File: src/rtl/hero_anim_sequencer_if.sv
// Purpose : bundles the per-frame control, per-pixel scan and sprite-fetch signals of the hero sequencer.
// Latency : n/a (wiring only).
// Backpressure: none; every signal is a level or a single-cycle pulse.
// Ports   : frame_tick/run_req/dir_left/hero_x/hero_y (game control), DrawX/DrawY/blank (VGA scan),
//           rom_address/sprite_hit/frame_sel/running (sprite fetch results).
interface hero_anim_sequencer_if;
  logic        frame_tick;
  logic        run_req;
  logic        dir_left;
  logic [9:0]  hero_x;
  logic [9:0]  hero_y;
  logic [9:0]  DrawX;
  logic [9:0]  DrawY;
  logic        blank;
  logic [13:0] rom_address;
  logic        sprite_hit;
  logic [2:0]  frame_sel;
  logic        running;

  // Driver side (game logic / VGA controller / bench).
  modport master (
    output frame_tick, run_req, dir_left, hero_x, hero_y, DrawX, DrawY, blank,
    input  rom_address, sprite_hit, frame_sel, running
  );

  // Sequencer side.
  modport slave (
    input  frame_tick, run_req, dir_left, hero_x, hero_y, DrawX, DrawY, blank,
    output rom_address, sprite_hit, frame_sel, running
  );
endinterface

File: src/rtl/hero_anim_sequencer.sv
// Purpose : steps the hero run animation once per video frame and maps each scanned pixel to a sprite ROM address.
// Latency : rom_address/sprite_hit 1 cycle after DrawX/DrawY; animation state and position update on frame_tick.
// Backpressure: none; a new pixel is accepted every cycle.
// Ports   : vga_clk (sole clock), reset (synchronous, active-high), bus (hero_anim_sequencer_if.slave).
module hero_anim_sequencer #(
  parameter int SPRITE_W   = 40,
  parameter int SPRITE_H   = 66,
  parameter int NUM_FRAMES = 6,
  parameter int FRAME_HOLD = 5
) (
  input  logic                   vga_clk,
  input  logic                   reset,
  hero_anim_sequencer_if.slave   bus
);

  // Hold counter only needs to reach FRAME_HOLD-1.
  localparam int HOLD_W = (FRAME_HOLD > 1) ? $clog2(FRAME_HOLD) : 1;

  localparam logic [HOLD_W-1:0] HOLD_LAST   = HOLD_W'(FRAME_HOLD - 1);
  localparam logic [2:0]        LAST_FRAME  = 3'(NUM_FRAMES - 1);
  localparam logic [13:0]       FRAME_WORDS = 14'(SPRITE_W * SPRITE_H);
  localparam logic [13:0]       ROW_WORDS   = 14'(SPRITE_W);
  localparam logic [13:0]       COL_LAST    = 14'(SPRITE_W - 1);
  localparam logic signed [10:0] W_S        = 11'(SPRITE_W);
  localparam logic signed [10:0] H_S        = 11'(SPRITE_H);

  typedef enum logic {
    IDLE = 1'b0,
    RUN  = 1'b1
  } state_t;

  state_t             state_q, state_d;
  logic [2:0]         frame_sel_q, frame_sel_d;
  logic [HOLD_W-1:0]  hold_cnt_q, hold_cnt_d;
  logic [9:0]         hx_q, hx_d;
  logic [9:0]         hy_q, hy_d;
  logic [13:0]        rom_address_q, rom_address_d;
  logic               sprite_hit_q, sprite_hit_d;

  // Pixel-path intermediates.
  logic signed [10:0] lx;
  logic signed [10:0] ly;
  logic               hit;
  logic [13:0]        col;
  logic [13:0]        addr;

  // ---------------------------------------------------------------------------
  // Animation FSM and position latch: everything here moves only on frame_tick,
  // so the sprite cannot tear or change pose in the middle of a displayed frame.
  // ---------------------------------------------------------------------------
  always_comb begin
    state_d     = state_q;
    frame_sel_d = frame_sel_q;
    hold_cnt_d  = hold_cnt_q;
    hx_d        = hx_q;
    hy_d        = hy_q;

    if (bus.frame_tick) begin
      hx_d = bus.hero_x;
      hy_d = bus.hero_y;

      case (state_q)
        IDLE: begin
          if (bus.run_req) begin
            // Frame 0 is the standing pose, so running starts at frame 1.
            state_d     = RUN;
            frame_sel_d = 3'd1;
            hold_cnt_d  = '0;
          end
        end

        RUN: begin
          if (!bus.run_req) begin
            state_d     = IDLE;
            frame_sel_d = 3'd0;
            hold_cnt_d  = '0;
          end else if (hold_cnt_q == HOLD_LAST) begin
            hold_cnt_d = '0;
            // Run cycle loops over frames 1..NUM_FRAMES-1, skipping the standing pose.
            if (frame_sel_q == LAST_FRAME) begin
              frame_sel_d = 3'd1;
            end else begin
              frame_sel_d = frame_sel_q + 3'd1;
            end
          end else begin
            hold_cnt_d = hold_cnt_q + HOLD_W'(1);
          end
        end

        default: begin
          state_d     = IDLE;
          frame_sel_d = 3'd0;
          hold_cnt_d  = '0;
        end
      endcase
    end
  end

  // ---------------------------------------------------------------------------
  // Pixel path. Offsets are taken at 11-bit signed width so a sprite hanging
  // off the right/bottom edge produces large positive offsets and pixels left
  // of/above it produce negative ones -- both fall outside the box and are
  // clipped instead of wrapping around to the other side of the screen.
  // ---------------------------------------------------------------------------
  always_comb begin
    lx = $signed({1'b0, bus.DrawX}) - $signed({1'b0, hx_q});
    ly = $signed({1'b0, bus.DrawY}) - $signed({1'b0, hy_q});

    hit = bus.blank
        && (lx >= 11'sd0) && (lx < W_S)
        && (ly >= 11'sd0) && (ly < H_S);

    // Mirroring is per pixel so a direction change takes effect immediately.
    if (bus.dir_left) begin
      col = COL_LAST - 14'(lx[9:0]);
    end else begin
      col = 14'(lx[9:0]);
    end

    // Largest result is (NUM_FRAMES-1)*W*H + (H-1)*W + (W-1), which fits 14 bits
    // for the default geometry.
    addr = 14'(frame_sel_q) * FRAME_WORDS + 14'(ly[9:0]) * ROW_WORDS + col;

    sprite_hit_d  = hit;
    rom_address_d = hit ? addr : 14'd0;
  end

  // ---------------------------------------------------------------------------
  // State registers. Reset wins over a coincident frame_tick.
  // ---------------------------------------------------------------------------
  always_ff @(posedge vga_clk) begin
    if (reset) begin
      state_q       <= IDLE;
      frame_sel_q   <= 3'd0;
      hold_cnt_q    <= '0;
      hx_q          <= 10'd0;
      hy_q          <= 10'd0;
      rom_address_q <= 14'd0;
      sprite_hit_q  <= 1'b0;
    end else begin
      state_q       <= state_d;
      frame_sel_q   <= frame_sel_d;
      hold_cnt_q    <= hold_cnt_d;
      hx_q          <= hx_d;
      hy_q          <= hy_d;
      rom_address_q <= rom_address_d;
      sprite_hit_q  <= sprite_hit_d;
    end
  end

  assign bus.rom_address = rom_address_q;
  assign bus.sprite_hit  = sprite_hit_q;
  assign bus.frame_sel   = frame_sel_q;
  assign bus.running     = (state_q == RUN);

endmodule

File: src/flat_wrapper.sv
// flat-port wrapper written by rule: the top's interface ports become plain ports
module hero_anim_sequencer_flat 
#(
  parameter int SPRITE_W   = 40,
  parameter int SPRITE_H   = 66,
  parameter int NUM_FRAMES = 6,
  parameter int FRAME_HOLD = 5
)
  (vga_clk, reset, bus_frame_tick, bus_run_req, bus_dir_left, bus_hero_x, bus_hero_y, bus_DrawX, bus_DrawY, bus_blank, bus_rom_address, bus_sprite_hit, bus_frame_sel, bus_running);
  hero_anim_sequencer_if bus_i ();
  input  logic vga_clk;
  input  logic reset;
  input wire logic [$bits(bus_i.frame_tick)-1:0] bus_frame_tick;
  input wire logic [$bits(bus_i.run_req)-1:0] bus_run_req;
  input wire logic [$bits(bus_i.dir_left)-1:0] bus_dir_left;
  input wire logic [$bits(bus_i.hero_x)-1:0] bus_hero_x;
  input wire logic [$bits(bus_i.hero_y)-1:0] bus_hero_y;
  input wire logic [$bits(bus_i.DrawX)-1:0] bus_DrawX;
  input wire logic [$bits(bus_i.DrawY)-1:0] bus_DrawY;
  input wire logic [$bits(bus_i.blank)-1:0] bus_blank;
  output wire logic [$bits(bus_i.rom_address)-1:0] bus_rom_address;
  output wire logic [$bits(bus_i.sprite_hit)-1:0] bus_sprite_hit;
  output wire logic [$bits(bus_i.frame_sel)-1:0] bus_frame_sel;
  output wire logic [$bits(bus_i.running)-1:0] bus_running;
  assign bus_i.frame_tick = bus_frame_tick;
  assign bus_i.run_req = bus_run_req;
  assign bus_i.dir_left = bus_dir_left;
  assign bus_i.hero_x = bus_hero_x;
  assign bus_i.hero_y = bus_hero_y;
  assign bus_i.DrawX = bus_DrawX;
  assign bus_i.DrawY = bus_DrawY;
  assign bus_i.blank = bus_blank;
  assign bus_rom_address = bus_i.rom_address;
  assign bus_sprite_hit = bus_i.sprite_hit;
  assign bus_frame_sel = bus_i.frame_sel;
  assign bus_running = bus_i.running;
  hero_anim_sequencer #(.SPRITE_W(SPRITE_W), .SPRITE_H(SPRITE_H), .NUM_FRAMES(NUM_FRAMES), .FRAME_HOLD(FRAME_HOLD)) u_core (.vga_clk(vga_clk), .reset(reset), .bus(bus_i));
endmodule
File: config.mk
export PLATFORM = sky130hd
export DESIGN_NAME = hero_anim_sequencer_flat
export DESIGN_NICKNAME = d
export VERILOG_FILES = /design/src/rtl/hero_anim_sequencer_if.sv /design/src/rtl/hero_anim_sequencer.sv /design/src/flat_wrapper.sv
export SDC_FILE = /design/constraint.sdc
export NUM_CORES = 1
export LEC_CHECK = 0
export ABC_CLOCK_PERIOD_IN_PS = 7000
export BUFFER_PORTS_ARGS = -buffer_cell sky130_fd_sc_hd__buf_2
export CAP_MARGIN = 20
export CORE_UTILIZATION = 55
export CTS_CLUSTER_DIAMETER = 150
export DETAILED_ROUTE_END_ITERATION = 7
export MAX_ROUTING_LAYER = met4
export PLACE_DENSITY = 0.83
export SLEW_MARGIN = 25
export SYNTH_ARGS = -nofsm -noshare
export SYNTH_HDL_FRONTEND = slang
export SYNTH_SLANG_ARGS = --single-unit
File: constraint.sdc
create_clock -name vga_clk -period 7 [get_ports vga_clk]
set_input_delay 0.7 -clock vga_clk [delete_from_list [all_inputs] [get_ports vga_clk]]
set_output_delay 0.7 -clock vga_clk [all_outputs]
set_load 0.005 [all_outputs]
== Word level (Yosys, flattened, before mapping) ==
Index checks and enable logic that the tools add are counted.

* Bits in registers: 42
* Input bits: 46

* $lt $le $gt $ge: 4
* Bitwise gates (word level): 2
* Eq/ne operators: 4
* Multipliers: 2
* Multiplexer cells: 11
* Reductions and logical operators: 7
* Add/sub/neg operators: 7

{| class="wikitable"
|+ Operators with widths
! kind !! number
|-
| 14-bit adder || 2
|-
| 11-bit by 1-bit >= comparator with 1-bit output, second input constant || 2
|-
| 10-bit by 10-bit subtractor with 11-bit output || 2
|-
| 3-bit 2-to-1 mux || 7
|-
| 14-bit 2-to-1 mux || 1
|-
| 3-bit one-hot mux with 2 select lines || 2
|-
| 11-bit by 7-bit less-than comparator with 1-bit output, second input constant || 1
|-
| 11-bit by 8-bit less-than comparator with 1-bit output, second input constant || 1
|-
| 10-bit by 3-bit multiplier with 11-bit output, second input constant || 1
|-
| 6-bit by 10-bit subtractor with 11-bit output, first input constant || 1
|-
| 3-bit by 8-bit multiplier with 10-bit output, second input constant || 1
|-
| 3-bit by 1-bit adder with 3-bit output, second input constant || 2
|-
| 3-bit equality test, second input constant || 2
|-
| 1-bit logical AND || 4
|-
| 3-bit inequality test, second input constant || 1
|-
| 3-bit AND reduction || 1
|-
| 2-bit inequality test, second input constant || 1
|-
| 1-bit inverter || 2
|-
| 2-bit AND reduction || 1
|-
| 2-bit OR reduction || 1
|-
| 1-bit 2-to-1 mux || 1
|}

== Logic depth before layout (Yosys ltp) ==
Gate-level depths: netlist (run 1).

* Depth after elaboration: 8
* Gate-level depth with buffers: 23

== Least setup slack after synthesis (run 1) ==
Ideal clock, no wire load.

* Path type: input to register
* Start: input bus_DrawY[0]
* End: register u_core.rom_address_q[13], in the netlist u_core.bus.rom_address[13]
* Stages on the path: 21
* Required time: 6930 ps
* Path slack: 1742 ps
* Library setup time: 70 ps
* Arrival: 5188 ps
* Path through: inv_1 > ha_1 > inv_1 > fa_1 > a21oi_1 > a2bb2oi_1 > nor2b_1 > xor2_1 > inv_1 > ha_1 > ha_1 > a21oi_1 > xnor2_1 > fa_1 > ha_1 > or3_1 > o31ai_1 > o21ai_0 > xor3_1 > or3_1 > a21oi_1

* Cells in the longest elaborated chain, start to end: 6

{| class="wikitable"
|+ RTL lines
! item !! line !! source
|-
| start: declaration || flat_wrapper.sv:19 || <nowiki>input wire logic [$bits(bus_i.DrawY)-1:0] bus_DrawY;</nowiki>
|-
| 10-bit by 10-bit subtractor with 11-bit output (*) || hero_anim_sequencer.sv:107 || <nowiki>ly = $signed({1'b0, bus.DrawY}) - $signed({1'b0, hy_q});</nowiki>
|-
| parallel branches: the longest is 5 deep, another holds 14-bit adder || - ||
|-
| end signal: assignment || hero_anim_sequencer.sv:146 || <nowiki>rom_address_q <= rom_address_d;</nowiki>
|-
| end: declaration || hero_anim_sequencer.sv:37 || <nowiki>logic [13:0] rom_address_q, rom_address_d;</nowiki>
|}

Mark *: on every way between the ends.
A chain may end at the register's enable or synchronous reset.

== Final worst setup path (run 1) ==
* Start: input bus_DrawX[0]
* End: register u_core.rom_address_q[13], in the netlist u_core.bus.rom_address[13]

* Cells in the longest elaborated chain, start to end: 8

{| class="wikitable"
|+ RTL lines
! item !! line !! source
|-
| start: declaration || flat_wrapper.sv:18 || <nowiki>input wire logic [$bits(bus_i.DrawX)-1:0] bus_DrawX;</nowiki>
|-
| 10-bit by 10-bit subtractor with 11-bit output (*) || hero_anim_sequencer.sv:106 || <nowiki>lx = $signed({1'b0, bus.DrawX}) - $signed({1'b0, hx_q});</nowiki>
|-
| parallel branches: the longest is 7 deep, another holds 14-bit adder || - ||
|}

Marked as above.

==> results by stage, run 1 <==
Route:
- The overall routed net length is around 8000 um.
- Dividing the detail-routed wire length by the instance count gives about 14 um.
- The remaining number of nets flagged by the antenna check after routing is 0.
- In the routed layout, each cell is associated on average with a via count of 5.58.
- Across all layers, the routed design uses around 3,300 vias.
- The initial DRC count is roughly 150.
- In the routed design, unresolved DRC markers number 5.
- The number of iterations in the first detailed-routing pass is 7.

Synthesis:
- When the netlist entered floorplanning its net count stood at 558.
- The cell count after synthesis came out at 449.
- The number of flip-flops and latches in the synthesized netlist is 42.
- The number of different library cells used by synthesis comes to 54.
- For this run, the number of Yosys warnings is 0.
- The post-synthesis sequential area ratio is 22.3%.
- Of the post-synthesis cell area, the dominant cell type holds around 22%.
- Sorting the synthesized cells by area gives the leading types as sky130_fd_sc_hd__dfxtp_1 22%, sky130_fd_sc_hd__ha_1 17%, sky130_fd_sc_hd__fa_1 6.9%.
- Summing every instance area after synthesis gives 0.00377 sq mm.
- For this run, the leading register cell type out of synthesis is sky130_fd_sc_hd__dfxtp_1.
- Summed over all instances, the cell type with the most area after synthesis is sky130_fd_sc_hd__dfxtp_1.
- The number of enable-type register cells in the synthesized netlist is 0.
- The average instance in the mapped netlist occupies 8.40 sq um.
- In the synthesized netlist the async set-or-reset flop fraction comes to 0%.

Global routing:
- In the global route stage, overall resource usage came out at 24.3%.
- The first global-routing pass estimated 13,700 um of wire.
- Entering global routing, the biggest net connects 27 pins.
- The number of global-route vias before repair is approximately 3,200.
- The number of antenna violations at the first check in global routing came to 0.
- For this run the aggregate overflow at the end of global routing stands at 0.

Layout:
- 0 antenna diodes ended up in the layout.
- The area of the multi-input gates is 0.00268 sq mm.
- Fill cells in the final layout number 513.
- Cells with a size suffix above 1 make up 15.5% of the layout.
- The net count of the finished layout is 619.
- Relative to the synthesized area, the layout overhead comes to 13.5%.
- Registers take 841 sq um.
- The top cell types in the final layout, fill and taps aside, are 64 x sky130_fd_sc_hd__buf_2, 56 x sky130_fd_sc_hd__nor2_1, 54 x sky130_fd_sc_hd__inv_1.
- The library cell used most frequently in the layout, excluding fill and tap cells, is sky130_fd_sc_hd__buf_2.
- The final instance area is 0.00428 sq mm.
- Once layout is complete, the cells apart from fillers number 588.

Power and ir drop:
- The fraction of power consumed by the clock network is 17.6%.
- Summed over all cells, the static leakage comes to 2.11 nW.
- Combinational logic is responsible for 63.8% of the overall power.
- The power per cell area is 319 mW/mm^2.
- The peak supply drop is 0.000177 V.
- In this run the power spent charging and discharging nets is 0.000563 W.
- The post-layout total power is approximately 0.0014 W.
- Net switching is 41.2% of the power.
- Registers are responsible for 18.6% of the overall power.
- Cell internal power was estimated by the tool at between 0.0008 and 0.0009 W.

Critical path:
- The worst register-to-register path ends at u_core.bus.rom_address[13].
- The cell with the biggest individual delay on the critical path is sky130_fd_sc_hd__a2111oi_0.
- The depth of the most critical reg-to-reg path is 17.
- For flop-to-flop paths, the worst setup slack is 1.46 ns.
- The critical path contains buffers and inverters numbering 3 combined.
- The critical path is of the in -> reg type.
- The signal on the critical path passes through buf_2 > inv_1 > ha_1 > fa_1 > nand2b_1 > a21oi_1 > o211ai_1 > a2111o_1 > a2111oi_0 > nand2b_1 > inv_1 > fa_1 > ha_1 > or3_1 > o31ai_1 > o21ai_0 > xor3_1 > or3_1 > a21oi_1.
- In this design, the stage delay of the slowest critical-path cell is 0.69 ns.
- The worst register-to-register path begins at u_core.hx_q[0].
- The arrival time of data at the critical path endpoint is 5.92 ns.
- STA classifies the critical path startpoint as a primary input.
- The critical path runs through a total of 19 cells.
- The destination of the critical timing path is u_core.bus.rom_address[13].
- Broken down by cell family, the worst path's largest delay share belongs to compound AO/OA/AOI/OAI gates.
- The kind of end point of the critical path is a flop.
- The required time of the worst setup path is 7.23 ns.
- Of all nets on the critical path, the largest fanout is 4.
- The critical path starts at bus_DrawX[0].

Clock tree:
- Clock tree synthesis selected as its root buffer the cell sky130_fd_sc_hd__clkbuf_8.
- The hold buffer count at CTS is 0.
- Clock-pin slew was measured on the worst setup and hold paths at 0.09 ns.
- The quantity of gates resized following cts is 0.
- Clock latency on the worst-skew pair, taken at its later pin, is 0.31 ns.
- The clock passes through at most 2 buffers.
- TritonCTS built the clock tree.
- Clock tree synthesis inserted a total of 5 buffers.
- Clock tree synthesis found a total of 42 sinks.
- The level count of the clock H-tree is 2.
- Once the clock tree was built, the setup fixing pass inserted 0 buffers.

Timing:
- The highest clock rate is 0.176 GHz.
- For the final database, setup skew stands at 0.00327 ns.
- The count of endpoints failing hold in the final timing report was 0.
- The number of max-slew violations in the final report is 0.
- Measured against its own limit, the worst slew margin works out to 47.4%.
- The worst slack on hold paths is 0.497 ns.
- The number of failing setup endpoints in the final timing report is 0.
- The transition time at the pin with the least slew margin is about 0.77 ns.
- The post-route setup TNS is 0 ns.
- The worst path needs between 5 and 6 ns of the cycle, external delays included.
- Dividing the final minimum period by the clock period gives 81.3%.
- Setup repair after global routing left no endpoint under its margin.

Min path:
- The worst hold path belongs to the class reg -> reg.
- The hold path startpoint is u_core.hx_q[3].

Floorplanning:
- The starting density of the core is 58.1%.
- The count of boundary I/O pins is 65.
- The core region is around 0.0065 sq mm.
- The initialized floorplan defines 29 standard-cell rows.
- In this run the horizontal extent of the chip is approximately 85 um.
- The die is 84.8 um tall.
- The area of the die is 0.00720 sq mm.

Run status:
- The run finished, with violations left.
- The final reports fail on design-rule violations.

Placement:
- The placed instances occupy a cell area of 0.00414 sq mm.
- Once placement completed, the tool counted placed cells totaling 580.
- The number of input and output port buffers inserted is 64.
- Detailed placement finished with a half-perimeter wire length of 6430 um.
- Routability-driven placement finished with a final weighted congestion of about 0.89.

Job:
- Max-cap violations in this run came to 0.
## layout make-up
cell class	instances	share of cell area (%)
sequential	42	19.6
inverter	54	4.73
clock inverter	3	1.61
timing repair buffer	64	7.48
multi-input combinational	343	62.7
tap	77	2.25
clock buffer	5	1.61
## Yosys cell counts, types with 3 or more instances
cell type	number
sky130_fd_sc_hd__a21boi_0	3
sky130_fd_sc_hd__a21o_1	6
sky130_fd_sc_hd__a21oi_1	21
sky130_fd_sc_hd__a31oi_1	3
sky130_fd_sc_hd__clkbuf_1	8
sky130_fd_sc_hd__dfxtp_1	42
sky130_fd_sc_hd__fa_1	13
sky130_fd_sc_hd__ha_1	50
sky130_fd_sc_hd__inv_1	54
sky130_fd_sc_hd__mux2i_1	23
sky130_fd_sc_hd__nand2_1	22
sky130_fd_sc_hd__nand2b_1	4
sky130_fd_sc_hd__nand3_1	8
sky130_fd_sc_hd__nor2_1	56
sky130_fd_sc_hd__nor2b_1	11
sky130_fd_sc_hd__nor3_1	12
sky130_fd_sc_hd__nor3b_1	3
sky130_fd_sc_hd__o211ai_1	4
sky130_fd_sc_hd__o21a_1	3
sky130_fd_sc_hd__o21ai_0	18
sky130_fd_sc_hd__o31a_1	3
sky130_fd_sc_hd__o31ai_1	3
sky130_fd_sc_hd__or2_2	3
sky130_fd_sc_hd__or3_1	6
sky130_fd_sc_hd__xnor2_1	23
sky130_fd_sc_hd__xor2_1	10
## metrics by stage
step / utilization, % / setup slack, ns
final: 65.9 / 1.31
after global routing: 65.9 / 0.863
after CTS: 65.9 / 1.32
after detailed placement: 63.8 / 1.02
after global placement: 63.8 / 1.22
after floorplan: - / 1.74
## layer usage
| layer | GRT usage (%) | wire [um] | part of all wire, % | vias up |
|---|---|---|---|---|
| met4 | 7.40 | 119 | 1.5 | 0 |
| met5 | - | 0 | 0 | - |
| met1 | 29.2 | 3720 | 47 | 1537 |
| met2 | 42.4 | 3830 | 48 | 66 |
| li1 | - | - | - | 1668 |
| met3 | 3.31 | 314 | 3.9 | 11 |
## power by group through the flow
stage | clock network, W | registers (W) | logic (W)
after floorplan | 0 | 0.000258 | 0.000714
after global placement | 0 | 0.000259 | 0.000832
after detailed placement | 0 | 0.000260 | 0.000862
after CTS | 0.000246 | 0.000254 | 0.000871
after global routing | 0.000255 | 0.000255 | 0.000997
final | 0.000240 | 0.000254 | 0.000872
## worst min-delay path by stage
stage                      endpoint  cells past startpoint  slack (ns)
2_1_floorplan  u_core.hold_cnt_q[1]                      2        0.45
3_3_place_gp   u_core.hold_cnt_q[1]                      2        0.46
3_5_place_dp         u_core.hx_q[3]                      2        0.48
4_1_cts        u_core.hold_cnt_q[1]                      2        0.50
5_1_grt        u_core.hold_cnt_q[1]                      2        0.53
6_report             u_core.hx_q[3]                      2        0.50
## kinds of logic after synthesis
| logic type | count (synthesis) | share of synthesized area, % |
|---|---|---|
| xor+xnor | 35 | 8.89 |
| compound gates | 85 | 15.3 |
| mux | 24 | 6.40 |
| buf+inv | 64 | 6.60 |
| fa+ha+maj | 63 | 23.5 |
| flops | 42 | 22.3 |
| simple gates | 136 | 17.0 |
## worst reg2reg max path, stage by stage, from the launching register on
cell	delay [ns]
sky130_fd_sc_hd__dfxtp_1	0.35
sky130_fd_sc_hd__ha_1	0.22
sky130_fd_sc_hd__fa_1	0.42
sky130_fd_sc_hd__nand2b_1	0.19
sky130_fd_sc_hd__a21oi_1	0.28
sky130_fd_sc_hd__o211ai_1	0.24
sky130_fd_sc_hd__a2111o_1	0.38
sky130_fd_sc_hd__a2111oi_0	0.69
sky130_fd_sc_hd__nand2b_1	0.24
sky130_fd_sc_hd__inv_1	0.10
sky130_fd_sc_hd__fa_1	0.44
sky130_fd_sc_hd__ha_1	0.25
sky130_fd_sc_hd__or3_1	0.32
sky130_fd_sc_hd__o31ai_1	0.36
sky130_fd_sc_hd__o21ai_0	0.16
sky130_fd_sc_hd__xor3_1	0.38
sky130_fd_sc_hd__or3_1	0.31
sky130_fd_sc_hd__a21oi_1	0.15
## registers in the layout (all words and copies together), names as in the netlist
signal,flops
u_core.bus.sprite_hit,1
u_core.hy_q,10
u_core.bus.running,1
u_core.hx_q,10
u_core.bus.frame_sel,3
u_core.bus.rom_address,14
u_core.hold_cnt_q,3
Note: power is estimated with default switching activity, not from simulation.
==> inputs of run 2 (changes only) <==
--- a/config.mk
+++ b/config.mk
@@ -5,7 +5,7 @@
 export SDC_FILE = /design/constraint.sdc
 export NUM_CORES = 1
 export LEC_CHECK = 0
-export ABC_CLOCK_PERIOD_IN_PS = 7000
+export ABC_CLOCK_PERIOD_IN_PS = 5300
 export BUFFER_PORTS_ARGS = -buffer_cell sky130_fd_sc_hd__buf_2
 export CAP_MARGIN = 20
 export CORE_UTILIZATION = 55
==> constraint.sdc (replaced) <==
create_clock -name vga_clk -period 5.3 [get_ports vga_clk]
set_input_delay 0.53 -clock vga_clk [delete_from_list [all_inputs] [get_ports vga_clk]]
set_output_delay 0.53 -clock vga_clk [all_outputs]
set_load 0.005 [all_outputs]
==> run 2 against run 1 <==
The run still ends with design-rule violations left. Clock skew is 0.0075 ns higher. Cell count up 3.4%. Sequential cell count is the same. Setup slack worse by 1.0 ns. Critical endpoint unchanged.
==> results by stage, run 2 (same netlist as run 1, synthesis figures left out) <==
Clock tree:
- The quantity of gates resized following cts is 0.
- Buffers inserted during clock tree synthesis total 5.
- The H-tree generated during clock tree synthesis spans 2 levels.
- The tree is rooted in a sky130_fd_sc_hd__clkbuf_8.
- The TritonCTS clock tree is done.
- In this run, post-CTS hold repair placed 0 buffers.
- The worst-skew pair later-pin latency is approximately 0.31 ns.
- The clock passes through at most 2 buffers.
- CTS saw 42 sinks.
- Once the clock tree was built, the setup fixing pass inserted 0 buffers.
- The clock input transition at the sequential cells of the worst setup and hold paths is roughly 0.09 ns.

Route:
- The overall routed net length is 8380 um.
- The detail route stage leaves a number of antenna-violating nets equal to 0.
- The total via count in the routed design is 3,358.
- The detailed router finished its first iteration with 134 violations.
- The number of iterations in the first detailed-routing pass is 7.
- For this run, design rule violations remaining after detail routing come to 5.
- The ratio of routed vias to standard cells is 5.52.
- After detailed routing, the average wire length per cell comes to 13.8 um.

Critical path:
- Data on the critical path is required at its endpoint by ~5.5 ns.
- The worst-path maximum fanout is 3.
- Among all stages on the critical path, the largest delay is contributed by sky130_fd_sc_hd__fa_1.
- The arrival time of data at the critical path endpoint is 5.22 ns.
- The buffers plus inverters on the worst setup path is 2.
- In this design, the stage delay of the slowest critical-path cell is 0.48 ns.
- The capturing point of the worst reg2reg path is u_core.bus.rom_address[13].
- The startpoint class of the critical path is a flop.
- Walking the worst path, the cells encountered are inv_1 > ha_1 > nor2b_1 > o31a_1 > o41a_1 > a2111o_1 > buf_4 > o31ai_1 > xnor2_1 > fa_1 > ha_1 > or3_1 > o31ai_4 > o21ai_0 > xor3_1 > or3_1 > a21oi_1.
- STA classifies the critical path endpoint as a flop.
- The setup path with the least slack is of type reg -> reg.
- The cell family contributing the most delay on the critical path is compound AO/OA/AOI/OAI gates.
- The worst register-to-register path has a depth of 17.
- The startpoint identified for the worst register-to-register timing path is u_core.hx_q[1].
- Setup slack on the worst reg-to-reg path comes out at 0.31 ns.

Floorplanning:
- The floorplan step defined a die boundary enclosing roughly 0.0072 sq mm.
- The core box area is around 0.0065 sq mm.
- The total number of placement rows is 29.
- The count of boundary I/O pins is 65.
- The die span in y is 84.8 um.
- The die extent in x is 84.8 um.
- The initial utilization of the core area, before any placement, comes to 58.1%.

Layout:
- In the final design database the tool counted ~640 nets.
- The number of antenna diodes in the final layout is 0.
- The filler cell count is 533.
- Across the whole layout, storage elements account for 841 sq um.
- The register with the most flip-flops in the layout has 14 of them.
- The most common cell after layout, fill and taps aside is sky130_fd_sc_hd__buf_2.
- The proportion of layout cells with a drive suffix above 1 is between 20% and 30%.
- The relative area change from synthesis to final layout is 18.3%.
- Once layout is done, the placed cells without fillers occupy 0.00446 sq mm.
- The area of the multi-input gates is 0.00275 sq mm.
- In the layout the commonest cells are 64 x sky130_fd_sc_hd__buf_2, 56 x sky130_fd_sc_hd__nor2_1, 54 x sky130_fd_sc_hd__inv_1.

Power and ir drop:
- In this run the power spent charging and discharging nets is 0.000815 W.
- The cell internal power dissipation is 0.00111 W.
- The clock network accounts for ~12% of the total power.
- For this design the static power due to leakage is 2.19 nW.
- Combinational logic burns a little over two thirds of the power.
- The worst-case IR drop observed on VDD is 0.000213 V.
- In this run the power density over the cells is 432 mW/mm^2.
- Net switching is 42.3% of the power.
- Sequential cells burn 17.4% of the power.

Timing:
- Headroom to the max-slew limit came out at 55.7%.
- The smallest setup slack after layout is 0.305 ns.
- Setup violations remaining at the end of the flow were counted as 0.
- For the pin with the worst max-slew slack, the measured transition is 0.665 ns.
- The count of endpoints failing hold in the final timing report came to 0.
- After layout, the worst path uses 94.2% of the clock period.
- The number of max-slew violations in the final report is 0.
- The routed design could run at a clock period as short as 4.99 ns.
- The largest clock skew in the final design is around 0.011 ns.
- The highest clock rate is between 0.2 and 0.25 GHz.

Min path:
- Counting instances, the worst hold path has a depth of 3.
- The worst hold path belongs to the class in -> reg.
- The hold path startpoint is bus_hero_y[6].
- The end point of the most critical hold path is u_core.hy_q[6].

Global routing:
- The global-route usage over all layers is 24.7%.
- The first global-routing pass estimated 13,900 um of wire.
- The number of global-route vias before repair is about 3,300.
- Entering global routing, the biggest net connects 27 pins.
- The number of antenna violations at the first check in global routing came to 0.
- Summed over all layers, the global routing overflow is 0.

Placement:
- Summing all placed instances gives a cell area of ~0.0043 sq mm.
- Summed over all nets, the half-perimeter wirelength after detailed placement is 6630 um.
- Timing analysis after detailed placement gives a worst setup slack of -0.217 ns.
- The count of buffers added on input and output ports is between 60 and 70.
- The last weighted congestion value of the routability-driven placer is 0.854.

Run status:
- The final reports fail on design-rule violations.
- The flow ran to the end, but the final reports show violations.

Job:
- Max-cap violations in this run came to 0.
[run 2: power by group through the flow]
stage               clock [W]  combinational [W]  sequential [W]
floorplan                   0           0.000943        0.000340
global placement            0            0.00120        0.000343
detailed placement          0            0.00125        0.000343
CTS                  0.000240            0.00127        0.000336
global route         0.000249            0.00152        0.000337
finish               0.000234            0.00136        0.000336
[run 2: layout make-up]
cell class              instances  area share (%)
multi-input cells             343            61.7
clock buffers                   6            1.85
clock inverters                 2           0.364
repair buffers                 84            10.5
well taps                      77            2.16
inverters                      54            4.54
flip-flops and latches         42            18.8
[run 2: layer usage]
layer,vias up,track usage (%),share of wire [%],wire (um)
met1,1566,28.6,43,3630
li1,1702,-,-,-
met2,79,44.1,51,4290
met3,11,3.60,4.1,344
met5,-,-,0,0
met4,0,7.55,1.4,121
[run 2: how the worst max path moves through the flow]
stage	start	endpoint	depth (start not counted)
2_1_floorplan	bus_DrawY[0]	u_core.bus.rom_address[13]	21
3_3_place_gp	bus_DrawY[0]	u_core.bus.rom_address[13]	22
3_5_place_dp	bus_DrawY[0]	u_core.bus.rom_address[13]	22
4_1_cts	bus_DrawY[0]	u_core.bus.rom_address[13]	22
5_1_grt	bus_DrawY[0]	u_core.bus.rom_address[13]	23
6_report	u_core.hx_q[1]	u_core.bus.rom_address[13]	17
[run 2: tightest hold or removal path, delay by kind of cell]
| kind | cells | cell delay (ns) |
|---|---|---|
| and+or+nand+nor | 1 | 0.07 |
| muxes | 1 | 0.05 |
| buffers and inverters | 1 | 0.07 |
[run 2: per-stage QoR]
step	TNS [ns]	utilization, %	hold slack (ns)	power [W]	std cells
after floorplan	0	-	0.449	0.00128	449
after global placement	-0.0403	66.1	0.463	0.00154	600
after detailed placement	-0.217	66.1	0.476	0.00160	600
after CTS	0	67.6	0.451	0.00184	608
after global routing	-0.0343	68.7	0.464	0.00211	608
final	0	68.7	0.452	0.00193	608
